===== config.mk =====
export PLATFORM = sky130hd
export DESIGN_NAME = fifo_word_packer
export DESIGN_NICKNAME = d
export VERILOG_FILES = /design/src/rtl/pocket_stream_pkg.sv /design/src/rtl/fifo_word_packer.sv
export SDC_FILE = /design/constraint.sdc
export NUM_CORES = 1
export LEC_CHECK = 0
export ABC_CLOCK_PERIOD_IN_PS = 2150
export CAP_MARGIN = 40
export CORE_MARGIN = 10
export CORE_UTILIZATION = 50
export CTS_BUF_LIST = sky130_fd_sc_hd__clkbuf_16
export DETAILED_ROUTE_END_ITERATION = 8
export PLACE_DENSITY = 0.77
export SLEW_MARGIN = 20
export SYNTH_ARGS = -nofsm -noshare
export SYNTH_HDL_FRONTEND = slang
export SYNTH_SLANG_ARGS = --single-unit

===== constraint.sdc =====
create_clock -name clk -period 2.15 [get_ports clk]
set_input_delay 0.43 -clock clk [delete_from_list [all_inputs] [get_ports clk]]
set_output_delay 0.43 -clock clk [all_outputs]
set_load 0.005 [all_outputs]

===== src/rtl/pocket_stream_pkg.sv =====
// Shared types and helpers for the pocket stream blocks (FIFO read-side packers).
package pocket_stream_pkg;

  typedef enum logic {ACCUM, FLUSH} packer_state_t;

  // Width needed to count 0..ratio lanes inclusive.
  function automatic int lane_count_width(input int ratio);
    return $clog2(ratio + 1);
  endfunction

endpackage


===== src/rtl/fifo_word_packer.sv =====
// Packs narrow FIFO read words into ratio-lane wide words on a valid/ready
// output; flush emits a partial word with its lane count.
module fifo_word_packer
  import pocket_stream_pkg::*;
#(
  parameter int in_width = 8,
  parameter int ratio    = 4
) (
  input  logic                                clk,
  input  logic                                reset_n,
  input  logic [in_width-1:0]                 in_data,
  input  logic                                in_valid,
  output logic                                in_ack,
  input  logic                                flush,
  output logic                                flush_done,
  output logic [in_width*ratio-1:0]           out_data,
  output logic [lane_count_width(ratio)-1:0]  out_words,
  output logic                                out_valid,
  input  logic                                out_ready
);

  localparam int OW = in_width * ratio;
  localparam int CW = $clog2(ratio);
  localparam int WW = lane_count_width(ratio);
  localparam logic [CW-1:0] LAST = CW'(ratio - 1);

  packer_state_t   state, state_nxt;
  logic [OW-1:0]   acc, acc_w, acc_nxt, ld_data;
  logic [CW-1:0]   lane_cnt, lane_nxt;
  logic [WW-1:0]   ld_words;
  logic            ld, fd_nxt, slot_free;

  assign slot_free = !out_valid || out_ready;

  // Accumulator with the incoming word merged into the current lane.
  always_comb begin
    acc_w = acc;
    acc_w[lane_cnt*in_width +: in_width] = in_data;
  end

  always_ff @(posedge clk or negedge reset_n)
    if (!reset_n) state <= ACCUM;
    else          state <= state_nxt;

  always_comb begin
    state_nxt = state;
    in_ack    = 1'b0;
    ld        = 1'b0;
    ld_data   = acc_w;
    ld_words  = WW'(ratio);
    acc_nxt   = acc;
    lane_nxt  = lane_cnt;
    fd_nxt    = 1'b0;
    case (state)
      ACCUM: begin
        // Only the last lane needs the output slot; earlier lanes never stall.
        in_ack = !(lane_cnt == LAST && !slot_free);
        if (in_valid && in_ack) begin
          if (lane_cnt == LAST) begin
            ld       = 1'b1;
            acc_nxt  = '0;
            lane_nxt = '0;
          end else begin
            acc_nxt  = acc_w;
            lane_nxt = lane_cnt + 1'b1;
          end
        end
        if (flush) state_nxt = FLUSH;
      end
      FLUSH: begin
        if (lane_cnt == '0) begin
          fd_nxt    = 1'b1;
          state_nxt = ACCUM;
        end else if (slot_free) begin
          // Unused lanes are already zero since the accumulator clears on load.
          ld        = 1'b1;
          ld_data   = acc;
          ld_words  = WW'(lane_cnt);
          acc_nxt   = '0;
          lane_nxt  = '0;
          fd_nxt    = 1'b1;
          state_nxt = ACCUM;
        end
      end
      default: state_nxt = ACCUM;
    endcase
  end

  always_ff @(posedge clk or negedge reset_n)
    if (!reset_n) begin
      acc        <= '0;
      lane_cnt   <= '0;
      flush_done <= 1'b0;
      out_data   <= '0;
      out_words  <= '0;
      out_valid  <= 1'b0;
    end else begin
      acc        <= acc_nxt;
      lane_cnt   <= lane_nxt;
      flush_done <= fd_nxt;
      if (ld) begin
        out_data  <= ld_data;
        out_words <= ld_words;
        out_valid <= 1'b1;
      end else if (out_ready) begin
        out_valid <= 1'b0;
      end
    end

endmodule


==> results.txt <==
----------------------------------------------------
[STA]
  Worst slew slack as a fraction of its limit ... 63.26%
  Final Critical Period ... 1.904 ns
  Unrepaired setup endpoints after global routing ... no
  Endpoints failing setup ... 0
  Final hold viol count ... 0
  Sum of negative setup slack ... 0 ns
  WHS ... 0.08127 ns
  Max Transition Viols Final ... 0
  Worst Slack Setup Final ... 0.2465 ns
  Post-route fraction of the period consumed by the critical path ... 88.54%
  Upper clock frequency limit ... 0.5253 GHz
  Slew at the pin closest to its max-slew limit ... 0.5512 ns
  Final Skew ... 0.004274 ns

[Routing]
  Avg WL per Cell ... 20.08 µm
  Via count ... 2932
  Number of detailed-routing iterations run before antenna repair ... 4
  Final Routed Wirelength ... 9759 µm
  Initial detailed-routing violation count ... 179
  Drt via density ... 6.033
  ANT nets after route ... 0
  Detailed-route DRC error count ... 0

[Synth]
  Gate count after technology mapping ... 335
  Post-Syn Nets ... 354
  Part of the Yosys area used for sequential elements ... 48.18%
  Number of different library cells in the post-synthesis netlist ... 35
  Mean area per synthesized cell ... 11.16 µm²
  Post-synth EDFFs ... 0
  Leading area contributor after synthesis ... dfrtp_1
  Number of synthesized register bits ... 72
  Synth async-reset ratio ... 100.0%
  Synthesis Warnings ... 0
  Most used DFF post-synth ... dfrtp_1
  Portion of synthesized cell area occupied by the leading cell type ... 48.18%
  Top cells by area in the synthesized netlist ... dfrtp_1, a221oi_2, o2bb2ai_1
  Total standard cell area after synthesis ... 0.003740 mm²

[Worst setup path]
  Crit path max-delay cell type ... ha_1
  Crit-path cells ... inv_1, ha_1, and3b_1, a31oi_1, a221oi_2
  Setup CP Type ... flip-flop to flip-flop
  Setup crit start ... lane_cnt[1]
  Type of element capturing the critical path ... flip-flop
  Arrival @ worst endpoint ... 2.14 ns
  Startpoint of the most critical register-to-register path ... lane_cnt[1]
  Startpoint types ... flip-flop
  Cell family with most CP delay ... compound AO/OA/AOI/OAI gates
  Buffers plus inverters on the worst setup path ... 1
  Longest individual stage delay on the worst path ... 0.45 ns
  Critical path data required time ... 2.39 ns
  Largest fanout on the critical path ... 9

[Global routing]
  Global-route wire length before repair ... 15790 µm
  Number of global-route vias before repair ... 3035
  Global-route usage over all layers ... 17.33%
  Number of antenna violations at the first check in global routing ... 0
  GR Overflow Total ... 0
  Pin count of the biggest net entering global routing ... 35

[Power and ir drop]
  Leakage dissipation ... 0.001965 µW
  Maximum vdd ir drop ... 1099 µV
  Total power density per cell area ... 1460 mW/mm²

[Floorplan]
  Die area ... 0.01134 mm²
  Number of top-level pins ... 51
  Starting density of the core ... 51.56%
  Width of the chip ... 106.5 µm
  Number of standard-cell rows in the floorplan ... 31
  Vertical die dimension ... 106.5 µm
  Core Footprint ... 0.007253 mm²

[Job]
  Max-capacitance violation count ... 0

[Clock network]
  Skew-Pair Late Insertion Delay ... 0.33 ns
  Number of sinks handled by clock tree synthesis ... 72
  Clock-pin slew on the worst setup and hold paths ... 0.05 ns
  TritonCTS buffer count ... 9
  Htree depth ... 3
  TritonCTS clock tree ... yes
  Clock root buffer ... clkbuf_16
  Maximum clock path buffer count ... 2

[Placement]
  Total placed instance area ... 0.004413 mm²
  Final weighted congestion in routability-driven placement ... 0.7678
  DP Worst Slack ... -0.02036 ns
  Cell Count Post-Placement ... 470
  HPWL after detailed placement ... 6315 µm
  Port buffer count ... 50

[Final layout]
  Area Overhead vs Synth ... 25.19%
  # diodes ... 0
  Leading cell types in the layout, fill and taps excluded ... dfrtp_1, clkdlybuf4s50_1, inv_1
  Non-filler instance count after layout ... 486
  Design area ... 0.004682 mm²
  Fraction of final layout cells sized beyond drive strength 1 ... 17.31%
  Commonest non-fill, non-tap cell in the layout ... dfrtp_1
  NumNets Final ... 401

[Run status]
  Status ... finished clean

[Hold path]
  Class of the tightest hold or removal check ... primary input to asynchronous set/reset pin

----------------------------------------------------
## sequential cells by signal (all words and copies together) (netlist names)
| signal | cells |
|---|---|
| acc | 32 |
| out_data | 32 |
| out_words | 3 |
| lane_cnt | 2 |
| flush_done | 1 |
| out_valid | 1 |
| state | 1 |
## where the power goes
group          internal [µW]  switching, µW
Combinational           1720           1650
Sequential              1850            316
Clock                    757            543
## through the flow
step | util [%] | total power (µW)
after global placement | 60.84 | 5463
final | 64.55 | 6837
after detailed placement | 60.84 | 5549
after global routing | 64.55 | 7262
after floorplan | - | 4158
after CTS | 64.41 | 6864
## cell usage after synthesis (all sizes together), types with 3 or more instances
| cell type | count |
|---|---|
| a31oi | 28 |
| o2bb2ai | 32 |
| buf | 13 |
| nor2 | 5 |
| inv | 35 |
| dfrtp | 72 |
| clkbuf | 20 |
| nor4 | 32 |
| ha | 6 |
| nor3b | 3 |
| mux2i | 4 |
| a221oi | 32 |
| nor2b | 30 |
## area by class of cell
type / instances / area (µm²)
fill: 602 / 2571
sequential: 72 / 1804
multi-input combinational: 194 / 1644
timing repair buffer: 69 / 718.2
clock buffer: 9 / 225.2
inverter: 36 / 135.1
tap: 99 / 123.9
clock inverter: 7 / 31.28
## what timing repair did
item	in CTS	in global routing
hold buffers	0	0
buffers inserted	0	0
setup endpoints to repair	1	8
gates resized for setup	1	5
## logic make-up (layout without fill, tap and decap cells)
logic type,after synthesis,count (layout),synth area share (%)
buffers and inverters,69,121,8.197
AOI/OAI and AO/OA,99,99,25.76
muxes,6,6,1.673
adders and majority gates,6,6,2.007
and+or+nand+nor,83,83,14.19
DFF,72,72,48.18
## path summary, 6_finish.rpt
check / to / slack [ns] / depth (start not counted)
hold reg to reg: acc[28] / 0.51 / 1
min in group clk: acc[28] / 0.51 / 1
setup / recovery: out_data[13] / 0.25 / 5
hold / removal: out_data[10] / 0.08 / 1
max in group asynchronous: lane_cnt[0] / 1.49 / 2
setup reg to reg: out_data[13] / 0.25 / 5
## per-layer routing
metal  part of all wire (%)  track usage (%)  up-vias
li1                       -                -     1379
met3                    8.6            5.616       16
met1                     42            21.22     1425
met2                     47            27.65      112
met5                      0                0        -
met4                    2.1            6.963        0
(Power assumes the default switching activity.)
